## src/rtl/dco_nco_bank.sv

```systemverilog
// dco_nco_bank: a bank of independent numerically controlled oscillators.
// Each channel adds its active frequency code to a phase accumulator every
// enabled cycle. A newly written code waits in a pending register and is
// only adopted at the channel's next phase wrap, or immediately if the
// channel is stopped. Outputs are registered and selected by a global mode.
module dco_nco_bank #(
   parameter int CODE_W = 8,
   parameter int ACC_W  = 16,
   parameter int NCH    = 2,
   localparam int CH_W  = (NCH > 1) ? $clog2(NCH) : 1
) (
   input  logic              clk,
   input  logic              rst_n,
   input  logic              ena,
   input  logic              wr_en,
   input  logic [CH_W-1:0]   wr_ch,
   input  logic [CODE_W-1:0] wr_code,
   input  logic [1:0]        mode,
   output logic [NCH-1:0]    dco_out,
   output logic [NCH-1:0]    wrap,
   output logic [NCH-1:0]    pend
);

   localparam logic [1:0] MODE_SQUARE = 2'b00;
   localparam logic [1:0] MODE_PULSE  = 2'b01;
   localparam logic [1:0] MODE_DIV2   = 2'b10;
   localparam logic [1:0] MODE_MUTE   = 2'b11;

   logic [ACC_W-1:0]  acc_r  [NCH];
   logic [CODE_W-1:0] cur_r  [NCH];
   logic [CODE_W-1:0] nxt_r  [NCH];
   logic [NCH-1:0]    pend_r;
   logic [NCH-1:0]    tog_r;
   logic [NCH-1:0]    wrap_r;
   logic [NCH-1:0]    dco_r;

   logic [ACC_W:0]    sum_s  [NCH];
   logic [NCH-1:0]    carry_s;
   logic [NCH-1:0]    wr_hit_s;
   logic [NCH-1:0]    apply_s;
   logic [NCH-1:0]    dco_sel_s;

   // Per-channel next-phase sum, wrap detection, write decode and apply decision.
   always_comb begin
      for (int i = 0; i < NCH; i++) begin
         sum_s[i]    = {1'b0, acc_r[i]} + {{(ACC_W + 1 - CODE_W){1'b0}}, cur_r[i]};
         carry_s[i]  = ena & sum_s[i][ACC_W];
         // Indices >= NCH never match any channel, so such writes are dropped.
         wr_hit_s[i] = wr_en & (int'(wr_ch) == i);
         // A stopped channel never wraps, so it adopts a pending code at once.
         if (cur_r[i] == {CODE_W{1'b0}}) begin
            apply_s[i] = pend_r[i];
         end else begin
            apply_s[i] = pend_r[i] & carry_s[i];
         end
      end
   end

   // Output source selection from the registered phase, wrap and toggle state.
   always_comb begin
      for (int i = 0; i < NCH; i++) begin
         case (mode)
            MODE_SQUARE: dco_sel_s[i] = acc_r[i][ACC_W-1];
            MODE_PULSE:  dco_sel_s[i] = wrap_r[i];
            MODE_DIV2:   dco_sel_s[i] = tog_r[i];
            MODE_MUTE:   dco_sel_s[i] = 1'b0;
            default:     dco_sel_s[i] = 1'b0;
         endcase
      end
   end

   // Phase accumulators, divide-by-2 toggles and the one-cycle wrap pulse.
   always_ff @(posedge clk) begin
      if (!rst_n) begin
         for (int i = 0; i < NCH; i++) begin
            acc_r[i] <= {ACC_W{1'b0}};
         end
         tog_r  <= {NCH{1'b0}};
         wrap_r <= {NCH{1'b0}};
      end else begin
         for (int i = 0; i < NCH; i++) begin
            if (ena) begin
               acc_r[i] <= sum_s[i][ACC_W-1:0];
               tog_r[i] <= tog_r[i] ^ carry_s[i];
            end
            // carry_s is already gated by ena, so a frozen bank shows no wraps.
            wrap_r[i] <= carry_s[i];
         end
      end
   end

   // Active/pending code registers; a write on an apply cycle stays pending.
   always_ff @(posedge clk) begin
      if (!rst_n) begin
         for (int i = 0; i < NCH; i++) begin
            cur_r[i] <= {CODE_W{1'b0}};
            nxt_r[i] <= {CODE_W{1'b0}};
         end
         pend_r <= {NCH{1'b0}};
      end else begin
         for (int i = 0; i < NCH; i++) begin
            if (apply_s[i]) begin
               cur_r[i] <= nxt_r[i];
            end
            if (wr_hit_s[i]) begin
               nxt_r[i] <= wr_code;
            end
            pend_r[i] <= wr_hit_s[i] | (pend_r[i] & ~apply_s[i]);
         end
      end
   end

   // Registered oscillator outputs; frozen while the bank is disabled.
   always_ff @(posedge clk) begin
      if (!rst_n) begin
         dco_r <= {NCH{1'b0}};
      end else if (ena) begin
         dco_r <= dco_sel_s;
      end else begin
         dco_r <= dco_r;
      end
   end

   assign dco_out = dco_r;
   assign wrap    = wrap_r;
   assign pend    = pend_r;

endmodule

```

## config.mk

```make
export PLATFORM = sky130hd
export DESIGN_NAME = dco_nco_bank
export DESIGN_NICKNAME = d
export VERILOG_FILES = /design/src/rtl/dco_nco_bank.sv
export SDC_FILE = /design/constraint.sdc
export NUM_CORES = 1
export LEC_CHECK = 0
export ABC_AREA = 1
export ABC_CLOCK_PERIOD_IN_PS = 3000
export CAP_MARGIN = 10
export CORE_MARGIN = 1.5
export CORE_UTILIZATION = 35
export CTS_CLUSTER_DIAMETER = 60
export DETAILED_ROUTE_END_ITERATION = 7
export PLACE_DENSITY = 0.55
export SETUP_SLACK_MARGIN = 0.1
export SYNTH_ARGS = -nofsm -noshare
export SYNTH_HDL_FRONTEND = slang
export SYNTH_SLANG_ARGS = --single-unit
```

## constraint.sdc

```tcl
create_clock -name clk -period 3 [get_ports clk]
set_clock_uncertainty 0.15 [all_clocks]
set_input_delay 0.6 -clock clk [delete_from_list [all_inputs] [get_ports clk]]
set_output_delay 0.6 -clock clk [all_outputs]
set_load 0.05 [all_outputs]
```

; ---- Word-level counts from Yosys, hierarchy flattened
; Memories as Yosys holds them, arrays and structs flattened.
; Index checks and enable logic that the tools add are counted.
[word_totals]
reg_bits = 8
ram_bits = 64
input_bits = 15
out_inout_bits = 6
word_cells = 62
memories = 3
[classes]
add_sub_neg = 2
n_eq_ne = 3
n_mux = 26
bitwise_logic = 21
n_reduce_logical = 3
[mem_list]
columns = name, words, width, rd, rd_ports_with_merged_regs, wr, line_no
row1 = acc_r, 2, 16, 2, 0, 2, 29  ; logic [ACC_W-1:0] acc_r [NCH];
row2 = cur_r, 2, 8, 2, 0, 2, 30  ; logic [CODE_W-1:0] cur_r [NCH];
row3 = nxt_r, 2, 8, 2, 0, 2, 31  ; logic [CODE_W-1:0] nxt_r [NCH];
[ops]
columns = op, n
row1 = $add A16 B8 Y17, 2
row2 = $mux W16, 2
row3 = $mux W8, 4
row4 = $mux W1, 18
row5 = $logic_not A8 Y1, 2
row6 = $and A1 B1 Y1, 8
row7 = $or A1 B1 Y1, 8
row8 = $pmux W1 S4, 2
row9 = $eq A2 B2 Y1 const B, 2
row10 = $not A1 Y1, 3
row11 = $eq A2 B1 Y1 const B, 1
row12 = $logic_not A2 Y1, 1
row13 = $xor A1 B1 Y1, 2

; ---- Logic depth before layout (Yosys ltp)
[depth]
ltp_word = 8
ltp_mapped = 13
ltp_nobuf = 12

; ---- Worst setup path after synthesis
; No wires, ideal clock.
[synth_timing]
path_kind = register to register
start = memory cur_r[1][0], in the netlist cur_r[0][8]
end = memory cur_r[1][2], in the netlist cur_r[0][10] (data pin)
setup_time_ns = 0.252
t_arrival_ns = 1.840
required_time_ns = 2.598
path_slack_ns = 0.758
path_stages_with_launch = 14
n_path_buf = 1
period_less_slack_ns = 2.242
cell_sequence = edfxtp_1 -> ha_1 -> fa_1 -> nand2_1 -> nand2_1 -> nand3_1 -> nand2_2 -> nand2_2 -> nand2_2 -> nand2_4 -> nand2_4 -> nand2_4 -> buf_12 -> nor2_4
[synth_lines]
columns = item, line_no
row1 = start: declaration, 30

==> summary by stage <==
Yosys
Measured against the total synthesized area, the mux share comes to 0%. Summing the sequential cell areas from Yosys gives between 50 and 60% of the chip area. The post-synthesis simple-gate area fraction is around 24%. The synthesized instance count is roughly 430. When the netlist entered floorplanning its net count stood at 461. The dominant combinational cell family by area after synthesis is simple AND/OR/NAND/NOR gates. Of the total synthesized cell area, the portion taken by full adders, half adders and majority gates is 6.08%. The netlist uses 35 different library cells. The number of warning messages in the yosys log is 0. The post-synthesis compound-gate area fraction is 8.75%. After synthesis, the mean cell area works out to around 9.2 sq um. The synthesized-area fraction occupied by xor and xnor cells is 0%.

The flip-flop and latch count after synthesis is 72. The cell area that synthesis handed to floorplanning was 3950 sq um.

Run
The number of max-cap violations is 0.

Clocking
The post-CTS repair timing setup buffer count is 0. TritonCTS built the clock tree. The level count of the clock H-tree is 3. The clock net in this run drives a total of 72 sinks.

CTS placed an instance of sky130_fd_sc_hd__clkbuf_16 at the clock tree root. The clock-pin slew of the registers on the worst-case setup and hold paths is around 60 ps. Buffers inserted to repair hold after CTS numbered 0. At the later pin of the worst-skew pair, clock insertion delay measures 330 ps. The total of cells resized after clock tree synthesis is 0. TritonCTS created 9 clock buffers. The worst-case clock buffer depth is 2.

Hold path
The startpoint identified for the worst hold timing path is dco_out[1]. The path category of the worst min-delay check is reg -> reg.

Worst setup path
Along the worst path, the maximum fanout reaches 16. The type of the setup path with the least slack is reg -> reg. The reg-to-reg startpoint is cur_r[0][8]. The data arrival time at the worst-slack endpoint is 2380 ps. The kind of capture point of the worst setup path is a register.

The required arrival time at the worst endpoint is 2920 ps. The launching element of the worst setup path is cur_r[0][8]. The category of the worst setup path launch point is a register.

Floorplan
For this design the top-level I/O count stands at 21. The die covers ~12000 sq um. From left edge to right edge, the die measures around 110 microns.

From bottom edge to top edge, the die measures 109 microns. The starting density of the core is a little over a third. The core footprint is 10900 sq um. The floorplan has 38 rows.

Global route
The number of antenna violations at the first check in global routing was 0. Global routing used 13.5% of the available tracks. The total overflow left after global routing is 0. The wire length of the first global-routing pass is ~12000 microns. Entering global routing, the biggest net connects 35 pins.

The via count of the first global-routing pass is between 2000 and 3000.

Detailed routing
The final wirelength is 7360 microns. The number of violations reported at the end of detailed-routing iteration 0 is 160. The first detailed-routing pass ran for 5 iterations. The count of vias placed by the detailed router is 2800. In this run the remaining antenna-violating nets after routing total 0. After detailed routing, the average wire length per cell comes to roughly 12 microns.

In the routed layout, each cell is associated on average with a via count of 4.64. For this run, design rule violations remaining after detail routing come to 0.

STA
The total negative setup slack is 0 ps. Counting I/O delays and the setup requirement, the final critical path takes 2460 ps. The max-slew violation count came to 0. Setup slack closes at 545 ps. Based on the critical path, the design can be clocked at up to 0.407 GHz. For the pin with the worst max-slew slack, the measured transition is 866 ps. The count of final setup violators is 0. Setup repair after global routing left no endpoint under its margin.

The final critical path takes up 81.8% of the cycle. Measured against its own limit, the worst slew margin works out to 42.3%. The hold violation total from the final report was 0.

Final layout
The commonest non-fill, non-tap cell in the layout is sky130_fd_sc_hd__nand2_1. The cell area after layout is around 4600 sq um. In the layout the commonest cells are 77 x sky130_fd_sc_hd__nand2_1, 71 x sky130_fd_sc_hd__inv_1, 64 x sky130_fd_sc_hd__edfxtp_1. The final net count is between 400 and 500. The signed area change from the synthesized netlist to the final layout is 16.9%. The number of fill cells is roughly 1100.

Cells with a size suffix above 1 make up between 10% and 20% of the layout. 0 antenna diodes ended up in the layout.

Outcome
The run finished with clean final reports.

Power and ir drop
The total power density per cell area is 552 nW/um^2. The leakage power of the design is 0.00204 uW. The total power draw is between 2000 and 3000 uW.

IR analysis of the VDD net gives a maximum drop of ~0.32 mV.

Placement
The placed standard-cell area is approximately 4300 sq um. Port buffering added 20 buffers. The detailed placement HPWL is 5420 microns. At the placement stage, the worst setup path has a slack of 411 ps. Routability-driven placement finished with a final weighted congestion of 0.819.
metrics by stage:
stage / hold WS [ps] / utilization (%) / instances
final: 329 / 42.2 / 604
after CTS: 336 / 42.2 / 604
after floorplan: 329 / - / 428
after global routing: 342 / 42.2 / 604
after detailed placement: 327 / 39.4 / 588
after global placement: 306 / 39.4 / 588
worst max-delay path, stage by stage (launching register included):
cell                       delay [ps]
sky130_fd_sc_hd__edfxtp_1         400
sky130_fd_sc_hd__ha_1             250
sky130_fd_sc_hd__fa_1             390
sky130_fd_sc_hd__nand2_1          100
sky130_fd_sc_hd__nand2_1           70
sky130_fd_sc_hd__nand3_1           90
sky130_fd_sc_hd__nand2_2           90
sky130_fd_sc_hd__nand2_2          130
sky130_fd_sc_hd__nand2_2           80
sky130_fd_sc_hd__nand2_4           70
sky130_fd_sc_hd__nand2_4           50
sky130_fd_sc_hd__nand2_4          270
sky130_fd_sc_hd__nor2_1            70
worst paths after layout:
check             depth (start not counted)     endpoint  slack, ps
setup / recovery                         12  cur_r[0][7]        540
hold / removal                            2   dco_out[1]        330
setup reg to reg                         12  cur_r[0][7]        540
hold reg to reg                           2   dco_out[1]        330
kinds of logic after synthesis:
| group | Yosys count |
|---|---|
| buffers and inverters | 77 |
| adders and majority gates | 18 |
| AOI/OAI and AO/OA | 62 |
| and+or+nand+nor | 199 |
| DFF | 72 |
where the power goes:
part | total [uW] | switching (uW) | leakage, uW | internal (uW)
clock network | 1090 | 439 | 0.000146 | 654
logic | 255 | 165 | 0.00115 | 90.4
registers | 1200 | 37.3 | 0.000746 | 1160
total | 2550 | 641 | 0.00204 | 1910
registers in the layout, indices dropped and copies added (netlist names):
name and flops:
acc_r 32, cur_r 16, dco_out 2, nxt_r 16, pend 2, tog_r 2, wrap 2
metal layers:
layer	share of wire (%)	up-vias	track usage, %	wire, microns
li1	-	1486	-	-
met2	47	40	22.9	3440
met3	2.8	4	3.23	203
met1	50	1270	17.1	3670
met4	0.60	0	4.17	44
met5	0	-	0	0
synth_stat cells (all sizes together):
library cell	n	area (sq um)
a21o	2	15.0
a21oi	34	174
a31oi	2	12.5
and2	2	12.5
buf	4	41.3
dfxtp	8	160
edfxtp	64	1920
fa	2	40.0
ha	16	200
inv	73	274
nand2	89	399
nand3	24	125
nand3b	1	7.51
nand4	6	37.5
nor2	70	343
nor3	3	15.0
nor3b	1	7.51
o21a	3	22.5
o21ai	14	70.1
o21bai	3	22.5
o22ai	2	12.5
o311ai	1	8.76
o31ai	1	7.51
or2	3	18.8
layout make-up:
type / instances / area [sq um] / area share, %
Clock buffer: 9 / 225 / 4.88
Inverter: 73 / 274 / 5.93
Tap cell: 140 / 175 / 3.79
Timing Repair Buffer: 24 / 230 / 4.99
Clock inverter: 7 / 78.8 / 1.71
Sequential cell: 72 / 2080 / 45.1
Multi-Input combinational cell: 279 / 1550 / 33.6
No activity file was read; power rests on OpenSTA's default activity.
